## config.mk

```make
export PLATFORM = sky130hd
export DESIGN_NAME = mem_sram_ctrl
export DESIGN_NICKNAME = d
export VERILOG_FILES = /design/src/rtl/mem_sram_ctrl.sv
export SDC_FILE = /design/constraint.sdc
export NUM_CORES = 1
export LEC_CHECK = 0
export CELL_PAD_IN_SITES_DETAIL_PLACEMENT = 0
export CELL_PAD_IN_SITES_GLOBAL_PLACEMENT = 2
export CORE_UTILIZATION = 20
export DETAILED_ROUTE_END_ITERATION = 6
export GPL_TIMING_DRIVEN = 0
export MAX_ROUTING_LAYER = met4
export PLACE_DENSITY = 0.86
export SLEW_MARGIN = 10
export SYNTH_ARGS = -nofsm -noshare
export SYNTH_HDL_FRONTEND = slang
export SYNTH_SLANG_ARGS = --single-unit
```

## constraint.sdc

```tcl
create_clock -name clk -period 1.8 [get_ports clk]
set_input_delay 0.45 -clock clk [delete_from_list [all_inputs] [get_ports clk]]
set_output_delay 0.45 -clock clk [all_outputs]
set_load 0.005 [all_outputs]
```

## src/rtl/mem_sram_ctrl.sv

```systemverilog
// MEM-stage data-memory controller: runs multi-cycle word loads/stores
// against an external asynchronous SRAM and stalls the pipeline until
// each access finishes. Load data is registered on readDataSRAM_mem.
//
// Handshake: a request is "valid" while memRead_mem or memWrite_mem is
// high, and it is accepted on the edge where the FSM is in IDLE and the
// address is word-aligned. memStall stays high from that cycle through the
// whole ACCESS phase and drops in DONE, which is the single cycle in which
// the pipeline advances and MEM_WB captures the result. Request inputs seen
// in DONE still belong to the finished op and are ignored.
module mem_sram_ctrl #(
   parameter int ADDR_W      = 11,
   parameter int WAIT_CYCLES = 2
) (
   input  logic              clk,
   input  logic              reset,
   input  logic              memRead_mem,
   input  logic              memWrite_mem,
   input  logic [31:0]       aluResult_mem,
   input  logic [31:0]       writeData_mem,
   output logic [31:0]       readDataSRAM_mem,
   output logic              memStall,
   output logic              alignErr,
   output logic [ADDR_W-1:0] sram_addr,
   output logic [31:0]       sram_dout,
   input  logic [31:0]       sram_din,
   output logic              sram_drive,
   output logic              sram_ce_n,
   output logic              sram_oe_n,
   output logic              sram_we_n,
   output logic [1:0]        dbgState
);

   typedef enum logic [1:0] {
      IDLE   = 2'd0,
      ACCESS = 2'd1,
      DONE   = 2'd2
   } state_t;

   state_t     state;
   logic [3:0] cnt;
   logic       opWrite;
   logic       req;
   logic       aligned;
   logic       unusedAddrBits;

   assign req     = memRead_mem | memWrite_mem;
   assign aligned = (aluResult_mem[1:0] == 2'b00);

   // Address bits above the SRAM size are dropped, so accesses wrap.
   assign unusedAddrBits = ^aluResult_mem[31:ADDR_W+2];

   // Stall must rise in the same cycle the request is presented so the
   // pipeline never advances past an accepted access.
   assign memStall = (state == ACCESS) | ((state == IDLE) & req & aligned);

   assign dbgState = state;

   // Access FSM; every SRAM strobe and bus output is a register.
   always_ff @(posedge clk) begin
      if (reset) begin
         state            <= IDLE;
         cnt              <= 4'd0;
         opWrite          <= 1'b0;
         readDataSRAM_mem <= 32'd0;
         sram_addr        <= '0;
         sram_dout        <= 32'd0;
         sram_drive       <= 1'b0;
         sram_ce_n        <= 1'b1;
         sram_oe_n        <= 1'b1;
         sram_we_n        <= 1'b1;
         alignErr         <= 1'b0;
      end else begin
         alignErr <= 1'b0;
         case (state)
            IDLE: begin
               if (req && aligned) begin
                  // A simultaneous read and write request is a write.
                  sram_addr  <= aluResult_mem[ADDR_W+1:2];
                  sram_dout  <= writeData_mem;
                  opWrite    <= memWrite_mem;
                  cnt        <= 4'(WAIT_CYCLES - 1);
                  sram_ce_n  <= 1'b0;
                  sram_oe_n  <= memWrite_mem;
                  sram_we_n  <= ~memWrite_mem;
                  sram_drive <= memWrite_mem;
                  state      <= ACCESS;
               end else if (req) begin
                  alignErr <= 1'b1;
               end
            end
            ACCESS: begin
               if (cnt == 4'd0) begin
                  if (!opWrite) begin
                     readDataSRAM_mem <= sram_din;
                  end
                  sram_ce_n  <= 1'b1;
                  sram_oe_n  <= 1'b1;
                  sram_we_n  <= 1'b1;
                  sram_drive <= 1'b0;
                  state      <= DONE;
               end else begin
                  cnt <= cnt - 4'd1;
               end
            end
            DONE: begin
               state <= IDLE;
            end
            default: begin
               state <= IDLE;
            end
         endcase
      end
   end

endmodule

```

Word-level counts from Yosys, hierarchy flattened
Index checks and enable logic that the tools add are counted.
- memories: 0
- logic and storage cells: 50
- memory bits (writable): 0
- bits of input ports: 100
- ROM bits: 0
- latch bits: 0
- bits in registers: 87
- div/mod/pow operators: 0
- eq/ne operators: 4
- reduce and logical (&&, ||, !) cells: 11
- add/subtract/negate cells: 1
- bitwise logic cells: 7
- multiplexer cells: 16
- $mul: 0
- magnitude comparators: 0
- shifts and indexed selects: 0
- operators with widths (cell ; number):
    3-bit AND reduction ; 3
    4-bit 2-to-1 mux ; 2
    1-bit one-hot mux with 2 select lines ; 4
    4-bit one-hot mux with 2 select lines ; 1
    1-bit 2-to-1 mux ; 6
    2-bit logical NOT ; 2
    4-bit logical NOT ; 1
    2-bit 2-to-1 mux ; 2
    2-bit by 1-bit != test with 1-bit output, second input constant ; 2
    2-bit one-hot mux with 2 select lines ; 1
    2-bit AND reduction ; 2
    4-bit by 1-bit subtractor with 4-bit output, second input constant ; 1
    1-bit inverter ; 3
    3-bit OR reduction ; 1
    1-bit AND ; 2
    2-bit by 1-bit == test with 1-bit output, second input constant ; 1
    2-bit != test, second input constant ; 1
    1-bit OR ; 2
    2-bit nonzero test ; 1
    1-bit logical AND ; 1

Depth between registers and ports, before layout
Gate-level depths: netlist of run 1.
- word-level depth: 4
- mapped depth: 8
- gate-level depth less buffers: 6

Worst setup path before layout of run 1
OpenSTA, ideal clock, no wires.
- path type: input port to output port
- start point: input port memWrite_mem
- end point: output port memStall
- path slack: 0.164 ns
- stages: 3
- path buffers: 1
- arrival time: 1.186 ns
- cells stage by stage: o211ai_1 clkbuf_1 nand2_1
- longest elaborated chain between the ends: 4
- ends and longest elaborated chain (element ; line ; text):
    start: declaration ; 18 ; input logic memWrite_mem,
    1-bit OR ; 47 ; assign req = memRead_mem | memWrite_mem;
    1-bit AND (2 in series) ; 55 ; assign memStall = (state == ACCESS) | ((state == IDLE) & req & aligned);
    1-bit OR ; 55 ;
    end: declaration ; 22 ; output logic memStall,
No other way between the ends.

Worst setup path in the final report of run 1
- start point: input port memRead_mem
- end point: output port memStall
- longest elaborated chain between the ends: 4
- ends and longest elaborated chain (element ; line ; text):
    start: declaration ; 17 ; input logic memRead_mem,
    1-bit OR ; 47 ;
    1-bit AND (2 in series) ; 55 ;
    1-bit OR ; 55 ;
No other way between the ends.

==> results.py, run 1 <==
metrics = {
    "finish": {
        "fillers": 1620,
        "register_area_sq_um": 1750,
        "final_core_util_pct": 35.5,
        "multi_input_area_sq_um": 1250,
        "final_layout_size_suffix_gt1_share_pct": 7.92,
        "nets": 665,
        "syn_to_final_growth_pct": 72.1,
        "diodes": 0,
    },
    "yosys": {
        "syn_avg_cell_area_sq_um": 8.18,
        "yosys-top-cells-count": "nand2_1 (158), dfxtp_1 (87), a21oi_1 (80)",
        "yosysTopAreaCell": "dfxtp_1",
        "synth.most_common_cell": "nand2_1",
        "synth_edf_count": 0,
        "synth_cells": 385,
        "ys_types": 29,
        "yosysSeqAreaShare_pct": 55.3,
        "synth_area_sq_um": 3150,
        "ys_warn_count": 0,
        "synth.area.top_cells": "dfxtp_1 (55%), nand2_1 (19%), a21oi_1 (13%)",
        "synth-main-ff-cell": "dfxtp_1",
        "synth_top_area_share_pct": 55.3,
        "synth-seq-cells": 87,
        "syn_nets": 487,
        "ys_async_sr_fraction_pct": 0,
    },
    "cts": {
        "htree_num_levels": 3,
        "cts_tree": "done",
        "clockBufferDepth": 2,
        "clock_sinks": 87,
        "clk_pin_slew_ps": 60,
        "ctsRootBufferMaster": "clkbuf_16",
        "postCtsHoldBufs": 0,
        "worstSkewPairLatency_ps": 340,
        "cts_made_buffers": 9,
    },
    "min_path": {
        "holdPathStages": 3,
        "min_to": "sram_drive",
        "min-delay-start": "memWrite_mem",
        "hold_class": "input port to register",
    },
    "drt": {
        "drtAntennaViolNets": 0,
        "vias": 3164,
        "vias_per_cell": 4.06,
        "routedWlPerCell_um": 12.4,
        "dr.pass1.iters": 4,
        "drc": 0,
        "wl_mm": 9.68,
        "dr.first_iter.drc_count": 71,
    },
    "worst_setup_path": {
        "cp-end-kind": "primary output",
        "critPathKind": "input port to primary output",
        "r2r_start": "cnt[0]",
        "r2r-end": "readDataSRAM_mem[18]",
        "cp_max_fo": 3,
        "critPathArrivalTime_ps": 1290,
        "cp_data_required_time_ps": 1350,
        "startpoint_type": "input port",
        "reg2reg_depth": 8,
        "rrSetupSlack_ps": 90,
    },
    "die": {
        "core_area_sq_um": 15300,
        "die_h_um": 127,
        "rows": 45,
        "die_area_sq_um": 16200,
        "initial_core_util_pct": 20.6,
        "io_pins": 183,
        "die_width_um": 127,
    },
    "sta": {
        "min_period_over_period_pct": 96.8,
        "slew_violations": 0,
        "whs_ps": 430,
        "tightest_slew_ps": 605,
        "relSlewSlack_pct": 59.7,
        "final-hold-violation-count": 0,
        "min_period_ps": 1740,
        "setup-violations-final": 0,
        "fmax_mhz": 574,
        "fin_skew_ps": 4.52,
        "setup_slack_ps": 58.2,
    },
    "power": {
        "total_power_uw": 4600,
        "clock_power_share_pct": 41.9,
        "p_comb_share_pct": 13.5,
        "seqPwrFrac_pct": 44.6,
        "swShare_pct": 22.4,
        "p_leak_uw": 0.00190,
        "netSwitchingPower_uw": 1030,
        "power_density_nw_per_um2": 849,
        "internal-power_uw": 3570,
        "vdd_drop_max_v": 0.000493,
    },
    "global_route": {
        "grt_max_degree": 14,
        "overflow": 0,
        "first_global_vias": 3090,
        "track_usage_pct": 12.5,
        "grt_pass1_wl_mm": 15.1,
        "antenna_found_initial": 0,
    },
    "placement": {
        "routabilityCongestion": 0.699,
        "portBuffers": 163,
        "dp_hpwl_mm": 7.29,
        "place_ws_ps": -1200,
    },
    "run_status": {
        "status": "completed",
    },
    "run": {
        "maxCapViolCount": 0,
    },
}
power groups by stage:
| stage | clock, uW | sequential, uW | combinational (uW) |
|---|---|---|---|
| 2_1_floorplan | 0 | 2100 | 207 |
| 3_3_place_gp | 0 | 2090 | 612 |
| 3_5_place_dp | 0 | 2090 | 617 |
| 5_1_grt | 2080 | 2060 | 685 |
| 4_1_cts | 2000 | 2050 | 628 |
| 6_report | 1930 | 2050 | 623 |
per-layer routing:
layer  vias to the layer above  track usage, %  part of all wire (%)
li1                       1603               -                     -
met1                      1434            14.0                    45
met2                       112            20.0                    46
met3                        15            4.65                   7.8
met4                         0            5.11                   1.9
met5                         -               -                     0
stage by stage:
step / instances / TNS, ps / cell area (sq um)
2_1_floorplan: 385 / 0 / 3150
3_3_place_gp: 759 / -33660 / 5040
3_5_place_dp: 759 / -33650 / 5040
4_1_cts: 778 / 0 / 5390
5_1_grt: 779 / -3.55 / 5420
6_report: 779 / 0 / 5420
logic make-up (layout without fill, tap and decap cells):
logic type	count (synthesis)	count (layout)	share of synthesized area (%)
simple gates	179	179	23.4
fa+ha+maj	2	2	0.795
flops	87	87	55.3
compound gates	87	87	14.5
buf+inv	29	212	5.60
mux	1	1	0.318
layout make-up:
class	count	share of cell area [%]
buffer	27	3.33
clock buffer	14	5.06
clock inverter	2	0.693
inverter	2	0.139
multi-input combinational	269	23.1
sequential	87	32.2
tap	211	4.87
timing repair buffer	167	30.5
worst max path at each step:
stage                                     end          from  cells past startpoint  slack, ps
after floorplan                      memStall  memWrite_mem                      3        160
after global placement               memStall  memWrite_mem                      5      -1230
after detailed placement             memStall  memWrite_mem                      5      -1200
after CTS                            memStall  memWrite_mem                      5        0.5
after global routing      readDataSRAM_mem[1]        cnt[0]                      8         -4
final                                memStall   memRead_mem                      5         60
what timing repair did:
| item | CTS | global route |
|---|---|---|
| gates resized for setup | 17 | 7 |
| setup endpoints to repair | 66 | 13 |
| buffers inserted | 3 | 1 |
| pin swaps | 2 | 2 |
layout by cell type, fill, tap and decap left out, drive strengths merged:
| cell type | instances |
|---|---|
| nand2 | 158 |
| clkbuf | 29 |
| nor2 | 5 |
| o211a | 1 |
| mux2i | 1 |
| nor3b | 1 |
| bufinv | 1 |
| o21bai | 2 |
| nor4 | 3 |
| ha | 2 |
| inv | 2 |
| nor3 | 5 |
| or2 | 1 |
| clkdlybuf4s50 | 158 |
| nand2b | 2 |
| or4 | 1 |
| a21boi | 1 |
| nand3 | 1 |
| dfxtp | 87 |
| a21o | 1 |
| buf | 18 |
| o211ai | 1 |
| o21ai | 1 |
| a21oi | 80 |
| clkinvlp | 1 |
| nand3b | 2 |
| dlygate4sd2 | 3 |
worst max-delay path: stages:
cell,delay (ps)
dlygate4sd2_1,250
o211ai_1,240
clkbuf_8,190
nand2_4,40
buf_6,110
flip-flops by register name (all words and copies together), names as in the netlist:
signal / count
opWrite: 1
cnt: 4
sram_we_n: 1
sram_dout: 32
dbgState: 2
sram_oe_n: 1
alignErr: 1
sram_drive: 1
sram_addr: 11
readDataSRAM_mem: 32
sram_ce_n: 1
Note: power is estimated with default switching activity, not from simulation.
==> run 2: changes to the inputs <==
--- a/config.mk
+++ b/config.mk
@@ -16,3 +16,4 @@
 export SYNTH_ARGS = -nofsm -noshare
 export SYNTH_HDL_FRONTEND = slang
 export SYNTH_SLANG_ARGS = --single-unit
+export TNS_END_PERCENT = 20
==> results of run 2 <==
No change in the layout: final DEF, timing and power equal those of run 1.
==> run 3: changes to the inputs <==
--- a/config.mk
+++ b/config.mk
@@ -9,9 +9,7 @@
 export CELL_PAD_IN_SITES_GLOBAL_PLACEMENT = 2
 export CORE_UTILIZATION = 20
 export DETAILED_ROUTE_END_ITERATION = 6
-export GPL_TIMING_DRIVEN = 0
-export MAX_ROUTING_LAYER = met4
-export PLACE_DENSITY = 0.86
+export PLACE_DENSITY = 0.78
 export SLEW_MARGIN = 10
 export SYNTH_ARGS = -nofsm -noshare
 export SYNTH_HDL_FRONTEND = slang
==> results.py, run 3 (synthesized netlist as in run 1, its figures left out) <==
metrics = {
    "run_status": {
        "status": "completed",
    },
    "sta": {
        "whs_ps": 434,
        "tightest_slew_ps": 562,
        "final-hold-violation-count": 0,
        "slew_violations": 0,
        "fmax_mhz": 595,
        "setup-violations-final": 0,
        "fin_skew_ps": 2.60,
        "rsz0062_at_grt": "no",
        "min_period_over_period_pct": 93.4,
        "tns_ps": 0,
        "relSlewSlack_pct": 62.5,
        "min_period_ps": 1680,
    },
    "finish": {
        "nets": 647,
        "syn_to_final_growth_pct": 69.0,
        "final_cell_mix": "nand2_1 (158), clkdlybuf4s50_1 (155), dfxtp_1 (87), a21oi_1 (80), buf_4 (11)",
        "fin_area_sq_um": 5320,
        "final_layout_size_suffix_gt1_share_pct": 6.73,
        "largestRegisters": "readDataSRAM_mem: 32 flops, sram_dout: 32 flops, sram_addr: 11 flops",
        "final_cells": 762,
        "fillers": 1593,
        "final_common_cell": "nand2_1",
        "final_core_util_pct": 34.9,
    },
    "worst_setup_path": {
        "cp_max_fo": 3,
        "startpoint_type": "input port",
        "critPathKind": "input port to primary output",
        "cp_data_required_time_ps": 1350,
        "critPathArrivalTime_ps": 1230,
        "cp-end-kind": "primary output",
    },
    "cts": {
        "cts_tree": "done",
        "clk_pin_slew_ps": 60,
        "clock_sinks": 87,
        "cts_made_buffers": 9,
        "ctsRootBufferMaster": "clkbuf_16",
        "postCtsHoldBufs": 0,
        "htree_num_levels": 3,
        "worstSkewPairLatency_ps": 340,
        "cts_setup_buffers": 0,
        "clockBufferDepth": 2,
    },
    "power": {
        "p_leak_uw": 0.00190,
        "vdd_drop_max_v": 0.000585,
        "power_density_nw_per_um2": 877,
    },
    "die": {
        "initial_core_util_pct": 20.6,
        "die_width_um": 127,
        "rows": 45,
        "die_area_sq_um": 16200,
        "io_pins": 183,
        "core_area_sq_um": 15300,
        "die_h_um": 127,
    },
    "drt": {
        "dr.pass1.iters": 4,
        "dr.first_iter.drc_count": 118,
        "drtAntennaViolNets": 0,
        "vias_per_cell": 4.02,
        "wl_mm": 9.45,
        "vias": 3064,
        "drc": 0,
        "routedWlPerCell_um": 12.4,
    },
    "placement": {
        "routabilityCongestion": 0.666,
        "dp_hpwl_mm": 6.52,
        "dpl-instance-area_sq_um": 4990,
        "portBuffers": 163,
        "dp_cells": 745,
    },
    "global_route": {
        "grt_pass1_wl_mm": 15.1,
        "first_global_vias": 3066,
        "overflow": 0,
        "grt_max_degree": 52,
        "track_usage_pct": 12.1,
        "antenna_found_initial": 1,
    },
    "min_path": {
        "hold_class": "input port to register",
    },
    "run": {
        "maxCapViolCount": 0,
    },
}
run 3: changes by cell type in the layout (fill, tap and decap cells not counted), moves of 2 or more:
| cell | before | now |
|---|---|---|
| buf_2 | 8 | 2 |
| buf_4 | 4 | 11 |
| buf_6 | 2 | 0 |
| buf_8 | 3 | 0 |
| clkbuf_1 | 14 | 0 |
| clkbuf_2 | 2 | 0 |
| clkdlybuf4s50_1 | 158 | 155 |
| dfxtp_1 | 85 | 87 |
| dlymetal6s2s_1 | 0 | 2 |
run 3: area by class of cell:
cell class              instances  area, sq um  share of cell area (%)
repair buffers                176         1740                    32.8
flip-flops and latches         87         1740                    32.7
multi-input cells             269         1230                    23.2
clock buffers                  13          280                    5.27
well taps                     211          264                    4.96
clock inverters                 3         47.5                   0.894
inverters                       2         7.51                   0.141
diodes                          1         2.50                  0.0470
run 3: stage by stage:
stage	power [uW]	setup WS, ps
2_1_floorplan	2300	164
3_3_place_gp	2700	-523
3_5_place_dp	2710	-509
4_1_cts	4750	1.89
5_1_grt	4890	1.30
6_report	4660	118
run 3: path summary, 6_finish.rpt:
kind | startpoint | end | slack, ps | cells after the start
worst min register to register | sram_ce_n | sram_ce_n | 450 | 2
worst max-delay path | memRead_mem | memStall | 120 | 4
worst max register to register | cnt[0] | readDataSRAM_mem[14] | 140 | 6
worst min-delay path | reset | opWrite | 430 | 2
run 3: critical path, stage by stage:
cell,delay (ps)
dlygate4sd2_1,250
o211ai_1,250
nand2_1,120
buf_2,160
run 3: routing by layer:
layer	part of all wire [%]	global-route usage [%]	wire (um)	up-vias
met1	44	14.1	4170	1369
met5	0	0	0	-
met3	11	6.07	998	9
met4	1.5	4.62	139	0
met2	44	18.8	4140	116
li1	-	-	-	1570
run 3: what timing repair did:
| action | in CTS | in global routing |
|---|---|---|
| resized for setup | 9 | 2 |
| pin swaps | 3 | 0 |
| setup endpoints to repair | 1 | 2 |
| gates cloned | 0 | 0 |
run 3: power breakdown:
| part | internal, uW | switching (uW) |
|---|---|---|
| combinational | 361 | 240 |
| clock | 1240 | 780 |
| sequential | 2010 | 41.7 |
